File: config.mk
export PLATFORM = sky130hd
export DESIGN_NAME = pipe_hazard_ctrl
export DESIGN_NICKNAME = d
export VERILOG_FILES = /design/src/rtl/pipe_hazard_ctrl_pkg.sv /design/src/rtl/pipe_fwd_unit.sv /design/src/rtl/pipe_hazard_ctrl.sv
export SDC_FILE = /design/constraint.sdc
export NUM_CORES = 1
export LEC_CHECK = 0
export ABC_CLOCK_PERIOD_IN_PS = 3950
export CAP_MARGIN = 30
export CORE_ASPECT_RATIO = 0.9
export CORE_UTILIZATION = 50
export DETAILED_ROUTE_END_ITERATION = 12
export HOLD_SLACK_MARGIN = 0.06
export PLACE_DENSITY = 0.81
export SLEW_MARGIN = 30
export SYNTH_ARGS = -nofsm -noshare
export SYNTH_HDL_FRONTEND = slang
export SYNTH_HIERARCHICAL = 1
export SYNTH_SLANG_ARGS = --single-unit
File: constraint.sdc
create_clock -name i_clk -period 3.95 [get_ports i_clk]
set_input_delay 1.185 -clock i_clk [delete_from_list [all_inputs] [get_ports i_clk]]
set_output_delay 1.185 -clock i_clk [all_outputs]
set_load 0.005 [all_outputs]
File: src/rtl/pipe_hazard_ctrl_pkg.sv
// -----------------------------------------------------------------------------
// pipe_hazard_ctrl_pkg
//   Shared definitions for the ID->EX hazard controller: instruction ID codes,
//   forwarding-select encodings, FSM state type and the instruction decode
//   helper used to classify register usage.
// -----------------------------------------------------------------------------
package pipe_hazard_ctrl_pkg;

   localparam int unsigned InstIdW = 4;

   // Decoded instruction IDs presented by ID; any other code is "unknown"
   localparam logic [InstIdW-1:0] ID_NOP  = 4'd0;
   localparam logic [InstIdW-1:0] ID_ADDI = 4'd1;
   localparam logic [InstIdW-1:0] ID_ADD  = 4'd2;
   localparam logic [InstIdW-1:0] ID_LUI  = 4'd3;
   localparam logic [InstIdW-1:0] ID_JAL  = 4'd4;
   localparam logic [InstIdW-1:0] ID_LW   = 4'd5;
   localparam logic [InstIdW-1:0] ID_SW   = 4'd6;
   localparam logic [InstIdW-1:0] ID_BNE  = 4'd7;

   // Operand source selects for the regfile read mux
   localparam logic [1:0] FWD_RF  = 2'd0;
   localparam logic [1:0] FWD_EX  = 2'd1;
   localparam logic [1:0] FWD_MEM = 2'd2;

   typedef enum logic {
      StRun   = 1'b0,
      StFlush = 1'b1
   } hz_state_e;

   typedef struct packed {
      logic writes_rd;
      logic uses_rs1;
      logic uses_rs2;
      logic is_load;
   } dec_t;

   // Unknown IDs decode to "touches no registers"
   function automatic dec_t decode(input logic [InstIdW-1:0] id);
      dec_t d;
      d = '0;
      case (id)
         ID_ADDI: begin d.writes_rd = 1'b1; d.uses_rs1 = 1'b1; end
         ID_ADD:  begin d.writes_rd = 1'b1; d.uses_rs1 = 1'b1; d.uses_rs2 = 1'b1; end
         ID_LUI:  d.writes_rd = 1'b1;
         ID_JAL:  d.writes_rd = 1'b1;
         ID_LW:   begin d.writes_rd = 1'b1; d.uses_rs1 = 1'b1; d.is_load = 1'b1; end
         ID_SW:   begin d.uses_rs1 = 1'b1; d.uses_rs2 = 1'b1; end
         ID_BNE:  begin d.uses_rs1 = 1'b1; d.uses_rs2 = 1'b1; end
         default: d = '0;
      endcase
      return d;
   endfunction

endpackage

File: src/rtl/pipe_fwd_unit.sv
// -----------------------------------------------------------------------------
// pipe_fwd_unit
//   Combinational operand hazard check for both source operands of the ID
//   instruction against the EX and MEM destination trackers.
// Ports
//   i_id_vld        ID holds a valid instruction
//   i_rs1/i_rs2     source register indices
//   i_use_rs1/2     operand is actually read by the instruction
//   i_ex_rd/wr/ld   destination info of the instruction now in EX
//   i_mem_rd/wr     destination info of the instruction now in MEM
//   o_fwd_rs*_sel   FWD_RF / FWD_EX / FWD_MEM per operand
//   o_load_use      a used operand needs the result of the load in EX
// -----------------------------------------------------------------------------
module pipe_fwd_unit
   import pipe_hazard_ctrl_pkg::*;
(
   input  logic       i_id_vld,
   input  logic [4:0] i_rs1,
   input  logic [4:0] i_rs2,
   input  logic       i_use_rs1,
   input  logic       i_use_rs2,
   input  logic [4:0] i_ex_rd,
   input  logic       i_ex_wr,
   input  logic       i_ex_ld,
   input  logic [4:0] i_mem_rd,
   input  logic       i_mem_wr,
   output logic [1:0] o_fwd_rs1_sel,
   output logic [1:0] o_fwd_rs2_sel,
   output logic       o_load_use
);

   logic w_rs1_live;
   logic w_rs2_live;
   logic w_rs1_ex;
   logic w_rs2_ex;
   logic w_rs1_mem;
   logic w_rs2_mem;

   // x0 is hard-wired zero, so it never participates in any hazard
   assign w_rs1_live = i_use_rs1 && (i_rs1 != 5'd0);
   assign w_rs2_live = i_use_rs2 && (i_rs2 != 5'd0);

   // A load in EX has no result yet; that case is the load-use stall instead
   assign w_rs1_ex  = w_rs1_live && i_ex_wr && !i_ex_ld && (i_rs1 == i_ex_rd);
   assign w_rs2_ex  = w_rs2_live && i_ex_wr && !i_ex_ld && (i_rs2 == i_ex_rd);
   assign w_rs1_mem = w_rs1_live && i_mem_wr && (i_rs1 == i_mem_rd);
   assign w_rs2_mem = w_rs2_live && i_mem_wr && (i_rs2 == i_mem_rd);

   always_comb begin
      o_fwd_rs1_sel = FWD_RF;
      o_fwd_rs2_sel = FWD_RF;
      if (w_rs1_ex) begin
         o_fwd_rs1_sel = FWD_EX;
      end else if (w_rs1_mem) begin
         o_fwd_rs1_sel = FWD_MEM;
      end
      if (w_rs2_ex) begin
         o_fwd_rs2_sel = FWD_EX;
      end else if (w_rs2_mem) begin
         o_fwd_rs2_sel = FWD_MEM;
      end
   end

   assign o_load_use = i_id_vld && i_ex_ld &&
                       ((w_rs1_live && (i_rs1 == i_ex_rd)) ||
                        (w_rs2_live && (i_rs2 == i_ex_rd)));

endmodule

File: src/rtl/pipe_hazard_ctrl.sv
// -----------------------------------------------------------------------------
// pipe_hazard_ctrl
//   Issue sequencer between the IF/ID register and Execute. Inserts one bubble
//   on a load-use hazard and kills FLUSH_CYCLES issue slots after a taken
//   branch; drives operand forwarding selects and stall/flush perf counters.
// Ports
//   i_clk, i_rst_n        clock, asynchronous active-low reset
//   i_id_vld              ID holds a decoded instruction
//   i_id_inst_id          decoded instruction ID
//   i_id_rs1/rs2/rd       register indices of the ID instruction
//   i_ex_jmp_vld          taken branch resolved by Execute
//   o_ex_inst_vld         issue ID->EX this cycle
//   o_stall_if            hold PC and IF/ID
//   o_flush_if            redirect PC, kill IF/ID
//   o_fwd_rs1/rs2_sel     operand source selects
//   o_stall_cnt           load-use bubbles inserted (wraps)
//   o_flush_cnt           branch-shadow slots killed (wraps)
// -----------------------------------------------------------------------------
module pipe_hazard_ctrl
   import pipe_hazard_ctrl_pkg::*;
#(
   parameter int unsigned FLUSH_CYCLES = 2,
   parameter int unsigned CNT_W        = 32
) (
   input  logic               i_clk,
   input  logic               i_rst_n,
   input  logic               i_id_vld,
   input  logic [InstIdW-1:0] i_id_inst_id,
   input  logic [4:0]         i_id_rs1,
   input  logic [4:0]         i_id_rs2,
   input  logic [4:0]         i_id_rd,
   input  logic               i_ex_jmp_vld,
   output logic               o_ex_inst_vld,
   output logic               o_stall_if,
   output logic               o_flush_if,
   output logic [1:0]         o_fwd_rs1_sel,
   output logic [1:0]         o_fwd_rs2_sel,
   output logic [CNT_W-1:0]   o_stall_cnt,
   output logic [CNT_W-1:0]   o_flush_cnt
);

   localparam int unsigned FcW = (FLUSH_CYCLES > 1) ? $clog2(FLUSH_CYCLES) : 1;
   localparam logic [FcW-1:0] FcLoad = FcW'(FLUSH_CYCLES - 1);

   hz_state_e        r_state, w_state_d;
   logic [FcW-1:0]   r_fc, w_fc_d;
   logic [4:0]       r_ex_rd, r_mem_rd;
   logic             r_ex_wr, r_ex_ld, r_mem_wr;
   logic [CNT_W-1:0] r_stall_cnt, r_flush_cnt;

   dec_t             w_dec;
   logic             w_load_use;
   logic             w_stall_inc;
   logic             w_flush_inc;

   assign w_dec = decode(i_id_inst_id);

   pipe_fwd_unit u_fwd (
      .i_id_vld      (i_id_vld),
      .i_rs1         (i_id_rs1),
      .i_rs2         (i_id_rs2),
      .i_use_rs1     (w_dec.uses_rs1),
      .i_use_rs2     (w_dec.uses_rs2),
      .i_ex_rd       (r_ex_rd),
      .i_ex_wr       (r_ex_wr),
      .i_ex_ld       (r_ex_ld),
      .i_mem_rd      (r_mem_rd),
      .i_mem_wr      (r_mem_wr),
      .o_fwd_rs1_sel (o_fwd_rs1_sel),
      .o_fwd_rs2_sel (o_fwd_rs2_sel),
      .o_load_use    (w_load_use)
   );

   always_comb begin
      w_state_d     = r_state;
      w_fc_d        = r_fc;
      o_ex_inst_vld = 1'b0;
      o_stall_if    = 1'b0;
      o_flush_if    = 1'b0;
      w_stall_inc   = 1'b0;
      w_flush_inc   = 1'b0;
      unique case (r_state)
         StRun: begin
            // A taken branch outranks a simultaneous load-use hazard
            if (i_ex_jmp_vld) begin
               o_flush_if  = 1'b1;
               w_flush_inc = 1'b1;
               w_fc_d      = FcLoad;
               if (FcLoad != '0) begin
                  w_state_d = StFlush;
               end
            end else begin
               o_ex_inst_vld = i_id_vld && !w_load_use;
               o_stall_if    = w_load_use;
               w_stall_inc   = w_load_use;
            end
         end
         StFlush: begin
            // Jumps cannot resolve here since nothing was issued
            w_flush_inc = 1'b1;
            w_fc_d      = r_fc - FcW'(1);
            if (r_fc == FcW'(1)) begin
               w_state_d = StRun;
            end
         end
         default: begin
            w_state_d = StRun;
         end
      endcase
   end

   always_ff @(posedge i_clk or negedge i_rst_n) begin
      if (!i_rst_n) begin
         r_state     <= StRun;
         r_fc        <= '0;
         r_ex_rd     <= '0;
         r_ex_wr     <= 1'b0;
         r_ex_ld     <= 1'b0;
         r_mem_rd    <= '0;
         r_mem_wr    <= 1'b0;
         r_stall_cnt <= '0;
         r_flush_cnt <= '0;
      end else begin
         r_state  <= w_state_d;
         r_fc     <= w_fc_d;
         // Track only what actually entered EX; writes to x0 are dropped
         r_ex_rd  <= o_ex_inst_vld ? i_id_rd : 5'd0;
         r_ex_wr  <= o_ex_inst_vld && w_dec.writes_rd && (i_id_rd != 5'd0);
         r_ex_ld  <= o_ex_inst_vld && w_dec.is_load;
         r_mem_rd <= r_ex_rd;
         r_mem_wr <= r_ex_wr;
         if (w_stall_inc) begin
            r_stall_cnt <= r_stall_cnt + CNT_W'(1);
         end
         if (w_flush_inc) begin
            r_flush_cnt <= r_flush_cnt + CNT_W'(1);
         end
      end
   end

   assign o_stall_cnt = r_stall_cnt;
   assign o_flush_cnt = r_flush_cnt;

endmodule
==> results by group, run 1 <==
CTS
  – H-tree Lvls: 3
  – CTS buffer count: 9
  – CTS tree: done
  – Clock latency on the worst-skew pair: 0.35 ns
  – Clock Pin Slew Worst Setup and Hold Paths: 0.08 ns
  – Root buffer cell: clkbuf_8
  – Clock Sinks: 79
  – CTS Hold Buffers Added: 0
  – CTS max path bufs: 2

Setup path
  – CP startpoint kind: input port
  – CP Capture Type: output port
  – Most common cell on crit path: buf_6
  – CP Data Required Time: 2.76 ns
  – Critical path peak fanout: 2
  – Crit-path slowest cell: or4_4
  – Slowest stage delay, CP: 0.56 ns
  – Crit path kind: input port to output port
  – Critical-path cell list: buf_6 -> or4_4 -> nor2_4 -> nor4_4 -> o211a_1 -> buf_6 -> nor4b_4 -> buf_2
  – CP arrival: 2.76 ns

Placed design
  – Placed cells: between 500 and 600
  – Placed cell areas: around 5000 sq um
  – Port buffer count: 93
  – Placer Congestion: roughly 0.83
  – Dpl hpwl: 6230 um

Timing
  – Min cycle time layout: 3.95 ns
  – Final setup viols: 0
  – Worst Max-Slew Pin Slew: 0.718 ns
  – Sum of negative setup slack: 0 ns
  – Final hold vios: 0
  – RSZ-0062 raised after global routing: true
  – Clk_skew: 0.0146 ns
  – Fin crit share: 0.999
  – Fin. max-slew vios: 0
  – Max-slew headroom: 0.522
  – Fmax: 253 MHz

Synthesis
  – Ys async rst share: 1.00
  – Synth cell types: 38
  – Register area share after synthesis: 0.512
  – Mapped Area: 3860 sq um
  – Synth Net Count: 368
  – EDFF count, synth: 0
  – Main synth FF type: dfrtp_1
  – Warnings from Yosys: 6
  – #FFs+latches synth: 79
  – Mapped Cells: 343
  – Syn Area/Cell: 11.2 sq um

Floorplanning
  – Chip width: 94.6 um
  – CORE AREA: approximately 7500 sq um
  – # rows: 30
  – Die area: 8070 sq um
  – Num ports: 94
  – Chip Height: around 85 um
  – Initial Util: 0.514

Detailed routing
  – Via count: 3129
  – Drt pass-1 iters: 4
  – Post-Route WL: 9330 um
  – DR vias/cell: 5.46
  – Antenna Nets Post-Route: 0
  – Starting DRC count in detailed routing: 132
  – Residual DRC: 0
  – Drt wl/cell: 16.3 um

Global route
  – Total track usage: 0.248
  – Initial antenna violation count: 0
  – Largest net degree at the start of global routing: 80
  – First-pass GRT wire length: 15300 um
  – Vias in the first global route: 3164
  – Congestion Overflow GR: 0

Layout
  – Design Area, Final: about 5400 sq um
  – Final Non-Filler Cells: about 570
  – Ant diodes: 0
  – Post-layout nets: 497
  – Area Growth Syn to Fin: 40.6%
  – Post-layout util: 0.723
  – Share of post-route cells with drive strength above 1: 0.191
  – Fillers: 557

Power and ir drop
  – Leakage: 2.46 nW
  – PD cells: 381 nW/um^2
  – Maximum VDD drop: roughly 0.24 mV

Min path
  – Hold crit path type: register to register

Flow run
  – Maxcap violations: 0

Run status
  – Outcome: finished clean
-- through the flow --
| stage | setup WS, ns | total power, mW | hold slack (ns) |
|---|---|---|---|
| floorplan | 0.142 | 1.10 | 0.355 |
| global placement | -0.682 | 1.27 | 0.370 |
| detailed placement | -0.776 | 1.28 | 0.388 |
| CTS | -0.000899 | 2.07 | 0.413 |
| global route | -0.0615 | 2.15 | 0.428 |
| finish | 0.00463 | 2.07 | 0.415 |
-- repair_timing --
item,CTS,global route
gates resized for setup,78,9
buffers inserted,7,5
setup endpoints to repair,6,6
pin swaps,11,10
cloned,0,0
-- cell usage in the layout, fill, tap and decap left out, types with 3 or more instances in the layout --
cell / instances
dfrtp_1: 79
clkdlybuf4s50_1: 72
xnor2_1: 56
buf_4: 35
xor2_1: 25
nand3_1: 23
nand2_1: 21
nand4_1: 20
and3_1: 15
nor2_1: 13
and4_1: 11
and2_1: 10
nor3_1: 10
clkbuf_8: 9
buf_2: 7
buf_6: 6
nor3_2: 5
dlygate4sd2_1: 5
a21oi_1: 4
inv_1: 4
bufinv_16: 4
nor4_1: 3
-- cell usage after synthesis, types with 3 or more instances --
| library cell | count | area (sq um) |
|---|---|---|
| nand4_1 | 20 | 125 |
| xor2_1 | 25 | 219 |
| nor4_1 | 5 | 31.3 |
| nand2_1 | 22 | 82.6 |
| xnor2_1 | 57 | 499 |
| nor3_1 | 13 | 65.1 |
| inv_1 | 4 | 15.0 |
| and2_1 | 10 | 62.6 |
| a21oi_1 | 4 | 20.0 |
| dfrtp_1 | 79 | 1980 |
| and3_1 | 15 | 93.8 |
| buf_2 | 3 | 15.0 |
| nand3_1 | 23 | 115 |
| and4_1 | 11 | 96.3 |
| buf_4 | 4 | 30.0 |
| nor2_1 | 15 | 56.3 |
-- final timing paths --
path,start,to,slack [ns],depth (start not counted)
min in group asynchronous,i_rst_n,o_flush_cnt[9],0.84,1
max,i_id_rs1[4],o_ex_inst_vld,0.005,8
max in group asynchronous,i_rst_n,o_flush_cnt[11],2.59,1
min,r_ex_wr,r_mem_wr,0.42,0
max reg2reg,r_ex_rd[2],o_stall_cnt[31],1.33,10
min reg2reg,r_ex_wr,r_mem_wr,0.42,0
-- metal layers --
layer  GRT usage  share of wire
met4       0.105          0.023
met1       0.310           0.43
met5           0              0
met3      0.0636          0.045
met2       0.407           0.50
-- layout make-up --
cell class | instances | area [sq um] | share of cell area
flip-flops and latches | 79 | 1980 | 0.364
multi-input cells | 250 | 1900 | 0.351
repair buffers | 128 | 1150 | 0.212
clock inverters | 6 | 133 | 0.0244
clock buffers | 10 | 128 | 0.0235
well taps | 96 | 120 | 0.0221
inverters | 4 | 15.0 | 0.00277
-- power breakdown --
part | total [mW] | switching [mW] | internal, mW
Sequential | 0.958 | 0.0930 | 0.865
Clock | 0.777 | 0.294 | 0.483
Combinational | 0.332 | 0.144 | 0.187
-- sequential cells by signal (all words and copies together) (netlist names), 5 cells and up --
| signal | count |
|---|---|
| r_ex_rd | 5 |
| r_mem_rd | 5 |
| o_flush_cnt | 32 |
| o_stall_cnt | 32 |
-- worst max-delay path, delay by kind of cell --
family | cells | cell delay [ns]
AO/OA/AOI/OAI | 1 | 0.24
AND/OR/NAND/NOR | 4 | 0.97
buffers and inverters | 3 | 0.36
-- cells by family (layout without fill, tap and decap cells) --
group                      Yosys count  after routing  share of synthesized area
and+or+nand+nor                    154            154                      0.247
xor gates and xnor gates            82             82                      0.186
DFF                                 79             79                      0.512
buffers and inverters               14            148                     0.0224
AOI/OAI and AO/OA                   10             10                     0.0191
adders and majority gates            2              2                    0.00649
muxes                                2              2                    0.00584
Power figures use the tool's default switching activity.
==> run 2: changes to the inputs <==
--- a/config.mk
+++ b/config.mk
@@ -7,7 +7,6 @@
 export LEC_CHECK = 0
 export ABC_CLOCK_PERIOD_IN_PS = 3950
 export CAP_MARGIN = 30
-export CORE_ASPECT_RATIO = 0.9
 export CORE_UTILIZATION = 50
 export DETAILED_ROUTE_END_ITERATION = 12
 export HOLD_SLACK_MARGIN = 0.06
==> results by group, run 2 (synthesis results as in run 1) <==
Setup path
  – Slowest stage delay, CP: 0.55 ns (was 0.56 ns)
  – CP arrival: 2.80 ns (was 2.76 ns)
  – R2R Setup Slk: 1.33 ns (about the same)
  – Critical path peak fanout: 2 (unchanged)
  – CP Data Required Time: 2.76 ns (about the same)
  – Crit path kind: input port to output port (unchanged)
  – CP Capture Type: output port (unchanged)
  – Critical-path cell list: buf_6 -> or4_4 -> nor2_4 -> nor4_4 -> o211a_1 -> nor4b_4 -> buf_2 (was buf_6 -> or4_4 -> nor2_4 -> nor4_4 -> o211a_1 -> buf_6 -> nor4b_4 -> buf_2)
  – Crit-path slowest cell: or4_4 (unchanged)
  – Worst Path Buf+Inv: 2 (was 3)
  – CP startpoint kind: input port (unchanged)
  – Top delay family on crit path: simple AND/OR/NAND/NOR gates (unchanged)

Layout
  – Design Area, Final: 5290 sq um (was 5430 sq um)
  – Area Growth Syn to Fin: 37.2% (was 40.6%)
  – Most frequent cells in the layout: 79 x dfrtp_1, 72 x clkdlybuf4s50_1, 57 x xnor2_1 (was 79 x dfrtp_1, 72 x clkdlybuf4s50_1, 56 x xnor2_1)
  – Ant diodes: 0 (unchanged)
  – Most common cell after layout, fill and taps aside: dfrtp_1 (unchanged)
  – Post-layout util: 0.718 (was 0.723)
  – Sequential cell area: 1980 sq um (unchanged)
  – Final Non-Filler Cells: 566 (was 573)
  – Post-layout nets: 487 (was 497)
  – Share of post-route cells with drive strength above 1: 0.163 (was 0.191)
  – Multi-input logic area: 1880 sq um (was 1900 sq um)
  – Fillers: 530 (was 557)

Floorplanning
  – Num ports: 94 (unchanged)
  – Die area: 8070 sq um (about the same)
  – Chip width: 89.8 um (was 94.6 um)
  – Initial Util: 0.523 (was 0.514)
  – Chip Height: 89.8 um (was 85.3 um)
  – CORE AREA: 7370 sq um (was 7510 sq um)
  – # rows: 31 (was 30)

CTS
  – Root buffer cell: clkbuf_8 (unchanged)
  – Clock Sinks: 79 (unchanged)
  – CTS buffer count: 9 (unchanged)
  – CTS tree: done (unchanged)
  – H-tree Lvls: 3 (unchanged)
  – CTS Hold Buffers Added: 0 (unchanged)
  – CTS max path bufs: 2 (unchanged)
  – Clock latency on the worst-skew pair: 0.34 ns (was 0.35 ns)
  – Clock Pin Slew Worst Setup and Hold Paths: 0.07 ns (was 0.08 ns)

Timing
  – Post-layout worst setup margin: -0.0329 ns (was 0.00463 ns)
  – Final setup viols: 1 (was 0)
  – Fin crit share: 1.01 (was 0.999)
  – Final hold vios: 0 (unchanged)
  – Worst Max-Slew Pin Slew: 0.701 ns (was 0.718 ns)
  – Max-slew headroom: 0.533 (was 0.522)
  – RSZ-0062 raised after global routing: true (unchanged)
  – Min cycle time layout: 3.98 ns (was 3.95 ns)
  – Clk_skew: 0.00607 ns (was 0.0146 ns)
  – Fmax: 251 MHz (was 253 MHz)
  – Hold_ws: 0.401 ns (was 0.415 ns)
  – Fin. max-slew vios: 0 (unchanged)

Global route
  – Vias in the first global route: 3038 (was 3164)
  – Congestion Overflow GR: 0 (unchanged)
  – Total track usage: 0.224 (was 0.248)
  – Largest net degree at the start of global routing: 80 (unchanged)
  – First-pass GRT wire length: 14500 um (was 15300 um)
  – Initial antenna violation count: 0 (unchanged)

Power and ir drop
  – Maximum VDD drop: 0.353 mV (was 0.245 mV)
  – PD cells: 357 nW/um^2 (was 381 nW/um^2)
  – Leakage: 2.39 nW (was 2.46 nW)

Placed design
  – Port buffer count: 93 (unchanged)
  – Placed cell areas: 5010 sq um (about the same)
  – Placer Congestion: 0.907 (was 0.832)
  – Dpl hpwl: 6200 um (was 6230 um)
  – Placed cells: 548 (was 545)
  – Place WS: -0.801 ns (was -0.776 ns)

Run status
  – Outcome: complete, but fails checks (was finished clean)
  – Failing checks: setup timing

Detailed routing
  – Via count: 3040 (was 3129)
  – DR vias/cell: 5.37 (was 5.46)
  – Drt wl/cell: 15.4 um (was 16.3 um)
  – Residual DRC: 0 (unchanged)
  – Starting DRC count in detailed routing: 123 (was 132)
  – Drt pass-1 iters: 5 (was 4)
  – Post-Route WL: 8720 um (was 9330 um)
  – Antenna Nets Post-Route: 0 (unchanged)

Flow run
  – Maxcap violations: 0 (unchanged)

Min path
  – Hold crit path type: register to register (unchanged)
## run 2: per-layer routing
layer / vias up / GRT usage / part of all wire
li1: 1452 / - / -
met1: 1489 / 0.294 / 0.45
met2: 88 / 0.369 / 0.49
met3: 11 / 0.0431 / 0.046
met4: 0 / 0.0861 / 0.013
met5: - / 0 / 0
## run 2: final cells by class
type / count / share of cell area
sequential: 79 / 0.374
multi-input combinational: 250 / 0.356
timing repair buffer: 118 / 0.205
clock buffer: 13 / 0.0319
tap: 99 / 0.0234
clock inverter: 3 / 0.00757
inverter: 4 / 0.00284
## run 2: worst paths after layout
| check | to | startpoint | cells past startpoint |
|---|---|---|---|
| max | o_ex_inst_vld | i_id_rs1[0] | 7 |
| min | r_mem_wr | r_ex_wr | 0 |
| max reg2reg | o_stall_cnt[31] | r_ex_rd[2] | 10 |
| min reg2reg | r_mem_wr | r_ex_wr | 0 |
| max in group asynchronous | r_ex_rd[3] | i_rst_n | 1 |
| min in group asynchronous | o_stall_cnt[13] | i_rst_n | 1 |
## run 2: through the flow
step	power, mW	setup TNS, ns
after floorplan	1.10	0
after global placement	1.27	-3.33
after detailed placement	1.28	-3.90
after CTS	1.89	0
after global routing	1.98	-0.0935
final	1.89	-0.0329
## run 2: timing repair
item / in CTS / in global routing
buffers inserted: 1 / 2
endpoints found under the setup margin: 6 / 4
resized for setup: 64 / 12
hold endpoints to repair: 0 / 0
pin swaps: 12 / 11
## run 2: where the power goes
part           switching, mW  leakage [nW]  internal (mW)
clock                  0.275         0.109          0.342
combinational          0.141          1.21          0.177
sequential            0.0898          1.07          0.865
total                  0.506          2.39           1.38
